<file path="src/rtl/mycpu_pkg.sv">
// Shared CPU package: default datapath widths and the hard-wired zero register.
package mycpu_pkg;

    localparam int XLEN_DEF = 32;
    localparam int AW_DEF   = 5;
    localparam int NFWD_DEF = 3;
    localparam int PW_DEF   = 64;

    // GPR 0 always reads as zero and is never a real dependency.
    localparam logic [AW_DEF-1:0] ZERO_REG = '0;

endpackage

</file>
<file path="src/rtl/ds_operand_stage_if.sv">
// Decode-stage instruction bus: upstream accept side (in_*) and downstream
// issue side (out_*).
//
// Handshake: a transfer happens on a rising clk edge where valid and allowin
// are both 1. valid is not allowed to depend combinationally on allowin from
// the same side. The instruction is held stable while valid is 1 and allowin
// is 0, unless it is killed by flush.
interface ds_operand_stage_if
    import mycpu_pkg::*;
#(
    parameter int XLEN = XLEN_DEF,
    parameter int AW   = AW_DEF,
    parameter int PW   = PW_DEF
);

    logic            in_valid;
    logic            in_allowin;
    logic [AW-1:0]   in_rs;
    logic [AW-1:0]   in_rt;
    logic            in_rs_used;
    logic            in_rt_used;
    logic [AW-1:0]   in_dest;
    logic            in_we;
    logic [PW-1:0]   in_payload;

    logic            out_valid;
    logic            out_allowin;
    logic [XLEN-1:0] out_rs_value;
    logic [XLEN-1:0] out_rt_value;
    logic [AW-1:0]   out_dest;
    logic            out_we;
    logic [PW-1:0]   out_payload;

    // Stage side: consumes the upstream instruction, produces the issue bundle.
    modport slave (
        input  in_valid, in_rs, in_rt, in_rs_used, in_rt_used, in_dest, in_we, in_payload,
        output in_allowin,
        output out_valid, out_rs_value, out_rt_value, out_dest, out_we, out_payload,
        input  out_allowin
    );

    // Environment side: decode drives in_*, execute consumes out_*.
    modport master (
        output in_valid, in_rs, in_rt, in_rs_used, in_rt_used, in_dest, in_we, in_payload,
        input  in_allowin,
        input  out_valid, out_rs_value, out_rt_value, out_dest, out_we, out_payload,
        output out_allowin
    );

endinterface

</file>
<file path="src/rtl/ds_fwd_select.sv">
// One source operand: youngest-first producer match and value mux.
module ds_fwd_select
    import mycpu_pkg::*;
#(
    parameter int NFWD = NFWD_DEF,
    parameter int AW   = AW_DEF,
    parameter int XLEN = XLEN_DEF
) (
    input  logic               used,
    input  logic [AW-1:0]      addr,
    input  logic [XLEN-1:0]    rf_data,
    input  logic [NFWD-1:0]    fwd_valid,
    input  logic [NFWD-1:0]    fwd_we,
    input  logic [NFWD-1:0]    fwd_ready,
    input  logic [NFWD*AW-1:0] fwd_dest,
    input  logic [NFWD*XLEN-1:0] fwd_data,
    output logic [XLEN-1:0]    value,
    output logic               ready
);

    logic hit;

    // Scan producers youngest first; the first match decides, older ones are stale.
    always_comb begin
        value = rf_data;
        ready = 1'b1;
        hit   = 1'b0;
        if (addr == AW'(ZERO_REG)) begin
            value = '0;
        end else if (used) begin
            for (int j = 0; j < NFWD; j++) begin
                if (!hit && fwd_valid[j] && fwd_we[j] && (fwd_dest[j*AW +: AW] == addr)) begin
                    hit = 1'b1;
                    if (fwd_ready[j]) begin
                        value = fwd_data[j*XLEN +: XLEN];
                    end else begin
                        ready = 1'b0;
                    end
                end
            end
        end
    end

endmodule

</file>
<file path="src/rtl/ds_operand_stage.sv">
// Decode-stage operand unit: one-entry pipeline register, operand bypass,
// hazard stall and a saturating stall-cycle counter.
module ds_operand_stage
    import mycpu_pkg::*;
#(
    parameter int XLEN = XLEN_DEF,
    parameter int AW   = AW_DEF,
    parameter int NFWD = NFWD_DEF,
    parameter int PW   = PW_DEF
) (
    input  logic                 clk,
    input  logic                 resetn,
    input  logic                 flush,
    ds_operand_stage_if.slave    bus,
    output logic [AW-1:0]        rf_raddr1,
    output logic [AW-1:0]        rf_raddr2,
    input  logic [XLEN-1:0]      rf_rdata1,
    input  logic [XLEN-1:0]      rf_rdata2,
    input  logic [NFWD-1:0]      fwd_valid,
    input  logic [NFWD-1:0]      fwd_we,
    input  logic [NFWD-1:0]      fwd_ready,
    input  logic [NFWD*AW-1:0]   fwd_dest,
    input  logic [NFWD*XLEN-1:0] fwd_data,
    output logic [31:0]          stall_cnt
);

    logic            held_valid;
    logic [AW-1:0]   held_rs;
    logic [AW-1:0]   held_rt;
    logic            held_rs_used;
    logic            held_rt_used;
    logic [AW-1:0]   held_dest;
    logic            held_we;
    logic [PW-1:0]   held_payload;

    logic [XLEN-1:0] rs_value;
    logic [XLEN-1:0] rt_value;
    logic            rs_ready;
    logic            rt_ready;
    logic            ready_go;
    logic            accept;
    logic [31:0]     stall_cnt_q;

    assign rf_raddr1 = held_rs;
    assign rf_raddr2 = held_rt;

    ds_fwd_select #(.NFWD(NFWD), .AW(AW), .XLEN(XLEN)) u_rs_sel (
        .used      (held_rs_used),
        .addr      (held_rs),
        .rf_data   (rf_rdata1),
        .fwd_valid (fwd_valid),
        .fwd_we    (fwd_we),
        .fwd_ready (fwd_ready),
        .fwd_dest  (fwd_dest),
        .fwd_data  (fwd_data),
        .value     (rs_value),
        .ready     (rs_ready)
    );

    ds_fwd_select #(.NFWD(NFWD), .AW(AW), .XLEN(XLEN)) u_rt_sel (
        .used      (held_rt_used),
        .addr      (held_rt),
        .rf_data   (rf_rdata2),
        .fwd_valid (fwd_valid),
        .fwd_we    (fwd_we),
        .fwd_ready (fwd_ready),
        .fwd_dest  (fwd_dest),
        .fwd_data  (fwd_data),
        .value     (rt_value),
        .ready     (rt_ready)
    );

    assign ready_go       = rs_ready & rt_ready;
    assign bus.in_allowin = !held_valid | (ready_go & bus.out_allowin);
    assign accept         = bus.in_valid & bus.in_allowin;

    assign bus.out_valid    = held_valid & ready_go & !flush;
    assign bus.out_rs_value = rs_value;
    assign bus.out_rt_value = rt_value;
    assign bus.out_dest     = held_dest;
    assign bus.out_we       = held_we;
    assign bus.out_payload  = held_payload;
    assign stall_cnt        = stall_cnt_q;

    // Pipeline register: flush kills the entry and wins over a same-cycle accept.
    always_ff @(posedge clk or negedge resetn) begin
        if (!resetn) begin
            held_valid   <= 1'b0;
            held_rs      <= '0;
            held_rt      <= '0;
            held_rs_used <= 1'b0;
            held_rt_used <= 1'b0;
            held_dest    <= '0;
            held_we      <= 1'b0;
            held_payload <= '0;
        end else if (flush) begin
            held_valid <= 1'b0;
        end else if (accept) begin
            held_valid   <= 1'b1;
            held_rs      <= bus.in_rs;
            held_rt      <= bus.in_rt;
            held_rs_used <= bus.in_rs_used;
            held_rt_used <= bus.in_rt_used;
            held_dest    <= bus.in_dest;
            held_we      <= bus.in_we;
            held_payload <= bus.in_payload;
        end else if (ready_go && bus.out_allowin) begin
            held_valid <= 1'b0;
        end
    end

    // Count hazard stall cycles, sticking at all-ones instead of wrapping.
    always_ff @(posedge clk or negedge resetn) begin
        if (!resetn) begin
            stall_cnt_q <= '0;
        end else if (held_valid && !ready_go && !flush && (stall_cnt_q != 32'hFFFF_FFFF)) begin
            stall_cnt_q <= stall_cnt_q + 32'd1;
        end
    end

endmodule

</file>
<file path="src/flat_wrapper.sv">
// flat-port wrapper written by rule: the top's interface ports become plain ports
module ds_operand_stage_flat import mycpu_pkg::*;
#(
    parameter int XLEN = XLEN_DEF,
    parameter int AW   = AW_DEF,
    parameter int NFWD = NFWD_DEF,
    parameter int PW   = PW_DEF
)
  (clk, resetn, flush, rf_raddr1, rf_raddr2, rf_rdata1, rf_rdata2, fwd_valid, fwd_we, fwd_ready, fwd_dest, fwd_data, stall_cnt, bus_in_valid, bus_in_rs, bus_in_rt, bus_in_rs_used, bus_in_rt_used, bus_in_dest, bus_in_we, bus_in_payload, bus_in_allowin, bus_out_valid, bus_out_rs_value, bus_out_rt_value, bus_out_dest, bus_out_we, bus_out_payload, bus_out_allowin);
  ds_operand_stage_if #(.XLEN(XLEN), .AW(AW), .PW(PW)) bus_i ();
  input  logic clk;
  input  logic resetn;
  input  logic flush;
  output logic [AW-1:0] rf_raddr1;
  output logic [AW-1:0] rf_raddr2;
  input  logic [XLEN-1:0] rf_rdata1;
  input  logic [XLEN-1:0] rf_rdata2;
  input  logic [NFWD-1:0] fwd_valid;
  input  logic [NFWD-1:0] fwd_we;
  input  logic [NFWD-1:0] fwd_ready;
  input  logic [NFWD*AW-1:0] fwd_dest;
  input  logic [NFWD*XLEN-1:0] fwd_data;
  output logic [31:0] stall_cnt;
  input wire logic [$bits(bus_i.in_valid)-1:0] bus_in_valid;
  input wire logic [$bits(bus_i.in_rs)-1:0] bus_in_rs;
  input wire logic [$bits(bus_i.in_rt)-1:0] bus_in_rt;
  input wire logic [$bits(bus_i.in_rs_used)-1:0] bus_in_rs_used;
  input wire logic [$bits(bus_i.in_rt_used)-1:0] bus_in_rt_used;
  input wire logic [$bits(bus_i.in_dest)-1:0] bus_in_dest;
  input wire logic [$bits(bus_i.in_we)-1:0] bus_in_we;
  input wire logic [$bits(bus_i.in_payload)-1:0] bus_in_payload;
  output wire logic [$bits(bus_i.in_allowin)-1:0] bus_in_allowin;
  output wire logic [$bits(bus_i.out_valid)-1:0] bus_out_valid;
  output wire logic [$bits(bus_i.out_rs_value)-1:0] bus_out_rs_value;
  output wire logic [$bits(bus_i.out_rt_value)-1:0] bus_out_rt_value;
  output wire logic [$bits(bus_i.out_dest)-1:0] bus_out_dest;
  output wire logic [$bits(bus_i.out_we)-1:0] bus_out_we;
  output wire logic [$bits(bus_i.out_payload)-1:0] bus_out_payload;
  input wire logic [$bits(bus_i.out_allowin)-1:0] bus_out_allowin;
  assign bus_i.in_valid = bus_in_valid;
  assign bus_i.in_rs = bus_in_rs;
  assign bus_i.in_rt = bus_in_rt;
  assign bus_i.in_rs_used = bus_in_rs_used;
  assign bus_i.in_rt_used = bus_in_rt_used;
  assign bus_i.in_dest = bus_in_dest;
  assign bus_i.in_we = bus_in_we;
  assign bus_i.in_payload = bus_in_payload;
  assign bus_in_allowin = bus_i.in_allowin;
  assign bus_out_valid = bus_i.out_valid;
  assign bus_out_rs_value = bus_i.out_rs_value;
  assign bus_out_rt_value = bus_i.out_rt_value;
  assign bus_out_dest = bus_i.out_dest;
  assign bus_out_we = bus_i.out_we;
  assign bus_out_payload = bus_i.out_payload;
  assign bus_i.out_allowin = bus_out_allowin;
  ds_operand_stage #(.XLEN(XLEN), .AW(AW), .NFWD(NFWD), .PW(PW)) u_core (.clk(clk), .resetn(resetn), .flush(flush), .bus(bus_i), .rf_raddr1(rf_raddr1), .rf_raddr2(rf_raddr2), .rf_rdata1(rf_rdata1), .rf_rdata2(rf_rdata2), .fwd_valid(fwd_valid), .fwd_we(fwd_we), .fwd_ready(fwd_ready), .fwd_dest(fwd_dest), .fwd_data(fwd_data), .stall_cnt(stall_cnt));
endmodule
</file>
<file path="config.mk">
export PLATFORM = sky130hd
export DESIGN_NAME = ds_operand_stage_flat
export DESIGN_NICKNAME = d
export VERILOG_FILES = /design/src/rtl/mycpu_pkg.sv /design/src/rtl/ds_operand_stage_if.sv /design/src/rtl/ds_fwd_select.sv /design/src/rtl/ds_operand_stage.sv /design/src/flat_wrapper.sv
export SDC_FILE = /design/constraint.sdc
export NUM_CORES = 1
export LEC_CHECK = 0
export CAP_MARGIN = 20
export CORE_ASPECT_RATIO = 1.25
export CORE_MARGIN = 8
export CORE_UTILIZATION = 30
export DETAILED_ROUTE_END_ITERATION = 7
export PLACE_DENSITY = 0.74
export SLEW_MARGIN = 40
export SYNTH_ARGS = -nofsm -noshare
export SYNTH_HDL_FRONTEND = slang
export SYNTH_HIERARCHICAL = 1
export SYNTH_SLANG_ARGS = --single-unit
</file>
<file path="constraint.sdc">
create_clock -name clk -period 4.15 [get_ports clk]
set_clock_uncertainty 0.05 [all_clocks]
set_input_delay 0.415 -clock clk [delete_from_list [all_inputs] [get_ports clk]]
set_output_delay 0.415 -clock clk [all_outputs]
set_load 0.01 [all_outputs]
</file>
==> tab_implementation.tex <==
\begin{tabular}{lr}
\hline
Metric & Value \\
\hline
\multicolumn{2}{l}{\textbf{Power and ir drop}} \\
Clock share of power & a little over a third \\
Final total power & 4.59 mW \\
Int Pwr & roughly 3.2 mW \\
Reported leakage power & around 5.3 nW \\
Logic pwr share & about a third \\
Proportion of power drawn by flip-flops and latches & 30.1\% \\
Pwr per Cell Area & 313 nW/um\^{}2 \\
Switching Fraction & between 20 and 30\% \\
Peak supply drop & between 0.4 and 0.5 mV \\
Total net switching power & 1.35 mW \\
\multicolumn{2}{l}{\textbf{Placed design}} \\
PortBufs & between 400 and 500 \\
Post-detailed-placement half-perimeter wirelength & approximately 34 mm \\
Placer congestion estimate & between 0.8 and 0.9 \\
\multicolumn{2}{l}{\textbf{Synth}} \\
Mapped Area & between 9000 and 10000 sq um \\
Post-synthesis sequential area ratio & 30.6\% \\
Register bit total from synthesis & 115 \\
Synth warn & 6 \\
Netlist cell types & between 50 and 60 \\
Proportion of register bits with asynchronous set or reset after synthesis & 100\% \\
Most used standard cell by instance count after synthesis & sky130\_fd\_sc\_hd\_\_dfrtp\_1 \\
Average cell area after synthesis & 9.23 sq um \\
Post-synth EDFFs & 0 \\
Largest area contributor in the synthesized netlist & sky130\_fd\_sc\_hd\_\_dfrtp\_1 \\
Area fraction of the dominant cell type after synthesis & 30.6\% \\
Instance count of the mapped netlist & 1019 \\
Net count of the mapped netlist & 1291 \\
Top post-synthesis cells by count & sky130\_fd\_sc\_hd\_\_dfrtp\_1, sky130\_fd\_sc\_hd\_\_mux2\_2, sky130\_fd\_sc\_hd\_\_nor2\_1 \\
Dominant cells by area after synthesis & sky130\_fd\_sc\_hd\_\_dfrtp\_1, sky130\_fd\_sc\_hd\_\_mux2\_2, sky130\_fd\_sc\_hd\_\_o221ai\_1, sky130\_fd\_sc\_hd\_\_nor4\_1, sky130\_fd\_sc\_hd\_\_a31oi\_1 \\
Most used flip-flop cell after synthesis & sky130\_fd\_sc\_hd\_\_dfrtp\_1 \\
\multicolumn{2}{l}{\textbf{Setup path}} \\
Worst reg2reg setup slack & roughly 0.65 ns \\
CP Max Fanout & 32 \\
Crit path max-delay cell type & sky130\_fd\_sc\_hd\_\_and3\_4 \\
Capturing element type of the critical path & output port \\
Worst-path cell chain & xor2\_1 -> nor4\_1 -> o2111a\_2 -> and3\_4 -> nand2\_1 -> o21ai\_1 -> clkdlybuf4s50\_1 \\
Required time worst endpoint & around 3.7 ns \\
Reg2reg start & u\_core/rf\_raddr1[0] \\
Largest delay contributor family on the critical path & simple AND/OR/NAND/NOR gates \\
Start-to-end type of the worst setup path & register to output port \\
Highest cell delay on the worst timing path & 0.58 ns \\
Capturing point of the worst reg2reg path & u\_core/stall\_cnt[26] \\
Logic depth of the worst register-to-register path & 10 \\
Buffers plus inverters on the worst setup path & 1 \\
CP startpoint kind & register \\
Crit path DAT & approximately 3.6 ns \\
\multicolumn{2}{l}{\textbf{Timing}} \\
Least-Margin Pin Slew & 0.732 ns \\
Unrepaired setup endpoints after global routing & false \\
Setup TNS & 0 ns \\
Final-report hold violation count & 0 \\
Slew HR & around half \\
Clock period minus final worst setup slack & $\sim$4.0 ns \\
Final setup violating endpoints & 0 \\
Ratio of final minimum period to clock period & 96.6\% \\
Maximum operating frequency & 249 MHz \\
Total count of max-transition violations in the final report & 0 \\
\multicolumn{2}{l}{\textbf{Clock tree}} \\
Sink count of the clock tree & 115 \\
H-tree depth & 4 \\
Clock slew seen by the registers of the worst setup and hold paths & roughly 0.050 ns \\
Maximum root-to-sink buffer count & 2 \\
Number of clock buffers inserted by TritonCTS & 17 \\
TritonCTS clock tree & built \\
Cell at the root of the clock tree & sky130\_fd\_sc\_hd\_\_clkbuf\_16 \\
Latest clock arrival within the worst-skew pair & 0.41 ns \\
\multicolumn{2}{l}{\textbf{Floorplanning}} \\
IO Count & 449 \\
Placeable core area & approximately 31000 sq um \\
Die outline area & about 37000 sq um \\
Die Height & roughly 210 um \\
Horizontal die dimension & 174 um \\
Effective utilization at floorplan & approximately 30\% \\
Rows & a little over 70 \\
\multicolumn{2}{l}{\textbf{Finish}} \\
Fillers & $\sim$2900 \\
Area growth, synth to finish & 56.0\% \\
Share of layout cells above drive strength 1 & 20.7\% \\
Post-layout nets & 1703 \\
\multicolumn{2}{l}{\textbf{GRT}} \\
Initial antenna violation count & 4 \\
First-pass GRT wire length & 67.8 mm \\
Global router's overall resource usage & a little under a quarter \\
Vias in the first global route & 11200 \\
Total overflow reported by the global router & 0 \\
Pin count of the biggest net entering global routing & 58 \\
\multicolumn{2}{l}{\textbf{Hold path}} \\
Class of the tightest hold or removal check & input pin to async pin \\
\multicolumn{2}{l}{\textbf{Route}} \\
Remaining number of nets flagged by the antenna check after routing & 0 \\
Aggregate routed wire length & 44.8 mm \\
WL met3 & 5.27 mm \\
Routed WL per cell & $\sim$24 um \\
Routed metal-1 wire length & about 16 mm \\
Met2 Wirelength & 22.5 mm \\
Top Metal Used & met4 \\
Vias after detailed routing & 10500 \\
Number of vias per cell & roughly 5.7 \\
Count of unresolved DRC violations after routing & 0 \\
Iteration count of the initial detailed-routing pass & 8 \\
Iteration-0 DRC Markers & approximately 1100 \\
\multicolumn{2}{l}{\textbf{Run}} \\
Reported max-cap violation count & 0 \\
\multicolumn{2}{l}{\textbf{Run status}} \\
Status & finished, final reports clean \\
\hline
\end{tabular}
cells in the final DEF (no fill, tap or decap), types with 6 or more instances in the layout:
| cell type | count |
|---|---|
| sky130_fd_sc_hd__clkdlybuf4s50_1 | 446 |
| sky130_fd_sc_hd__dfrtp_1 | 115 |
| sky130_fd_sc_hd__mux2_2 | 82 |
| sky130_fd_sc_hd__nor2_1 | 72 |
| sky130_fd_sc_hd__nor4_1 | 68 |
| sky130_fd_sc_hd__o221ai_1 | 66 |
| sky130_fd_sc_hd__o21ai_0 | 64 |
| sky130_fd_sc_hd__a31oi_1 | 64 |
| sky130_fd_sc_hd__nand2_1 | 47 |
| sky130_fd_sc_hd__o21ai_1 | 46 |
| sky130_fd_sc_hd__a31o_2 | 44 |
| sky130_fd_sc_hd__nand2_2 | 43 |
| sky130_fd_sc_hd__buf_4 | 42 |
| sky130_fd_sc_hd__xnor2_1 | 33 |
| sky130_fd_sc_hd__xor2_1 | 25 |
| sky130_fd_sc_hd__nand3_1 | 22 |
| sky130_fd_sc_hd__a31o_1 | 18 |
| sky130_fd_sc_hd__o21ai_2 | 18 |
| sky130_fd_sc_hd__clkbuf_16 | 17 |
| sky130_fd_sc_hd__nand4_1 | 17 |
| sky130_fd_sc_hd__and3_1 | 7 |
| sky130_fd_sc_hd__bufinv_16 | 6 |
how the worst max path moves through the flow:
stage / start / end / slack (ns) / cells past startpoint
after floorplan: u_core/rf_raddr1[1] / u_core/bus.out_dest[0] / 0.74 / 14
after global placement: fwd_dest[14] / bus_out_rt_value[13] / 0.30 / 8
after detailed placement: fwd_dest[14] / bus_out_rt_value[13] / 0.21 / 8
after CTS: u_core/rf_raddr2[4] / bus_out_rt_value[13] / 0.09 / 7
after global routing: u_core/rf_raddr2[4] / bus_out_rt_value[0] / 0.03 / 7
final: u_core/rf_raddr2[4] / bus_out_rt_value[13] / 0.14 / 7
power by group through the flow:
stage	clock [mW]	combinational, mW	sequential [mW]
CTS	1.70	1.55	1.39
floorplan	0	0.557	1.44
detailed placement	0	1.54	1.40
global route	1.74	1.63	1.40
global placement	0	1.51	1.39
finish	1.66	1.54	1.38
area by class of cell:
cell class                 count  area (sq um)  area share, %
sequential                   115          2880           19.6
multi-input combinational    795          5650           38.5
tap                          407           509           3.47
antenna                        5          12.5         0.0853
clock buffer                  21           460           3.14
timing repair buffer         498          4940           33.7
clock inverter                10           204           1.39
inverter                       4          15.0          0.102
registers in the layout (all words and copies together), names as in the netlist:
| name | cells |
|---|---|
| u_core/held_rt_used | 1 |
| u_core/held_rs_used | 1 |
| u_core/bus.out_payload | 64 |
| u_core/stall_cnt | 32 |
| u_core/rf_raddr1 | 5 |
| u_core/rf_raddr2 | 5 |
| u_core/bus.out_dest | 5 |
| u_core/held_valid | 1 |
| u_core/bus.out_we | 1 |
metrics by stage:
step | area (sq um) | util (%) | cells | setup slack (ns) | hold WS, ns
finish | 14700 | 47.5 | 1855 | 0.140 | 0.344
global route | 14700 | 47.4 | 1851 | 0.0286 | 0.355
CTS | 14600 | 47.3 | 1848 | 0.0945 | 0.0207
detailed placement | 14000 | 45.2 | 1817 | 0.214 | 0.445
global placement | 13900 | 45.0 | 1814 | 0.297 | 0.432
floorplan | 9400 | - | 1019 | 0.735 | 0.0694
repair_timing:
| item | CTS | global route |
|---|---|---|
| endpoints found under the hold margin | 0 | 12 |
| hold buffers | 0 | 1 |
| resized for setup | 0 | 0 |
| buffers inserted | 0 | 0 |
logic make-up after synthesis:
kind of cell               after synthesis  synth area share (%)
AOI/OAI and AO/OA                      334                  25.4
and+or+nand+nor                        319                  18.7
DFF                                    115                  30.6
buffers and inverters                  109                  9.83
muxes                                   83                  9.94
xor gates and xnor gates                58                  5.40
adders and majority gates                1                 0.133
routing by layer:
metal	track usage [%]	vias to the layer above
met5	0	-
met4	9.68	0
met3	7.87	128
met2	40.1	766
met1	24.5	4912
li1	-	4743
worst register-to-register path: cells and delay by family (launching register included):
kind / cells / cell delay [ns]
flops: 1 / 0.54
simple gates: 8 / 2.33
compound gates: 1 / 0.29
xor+xnor: 1 / 0.16
No activity file was read; power rests on OpenSTA's default activity.
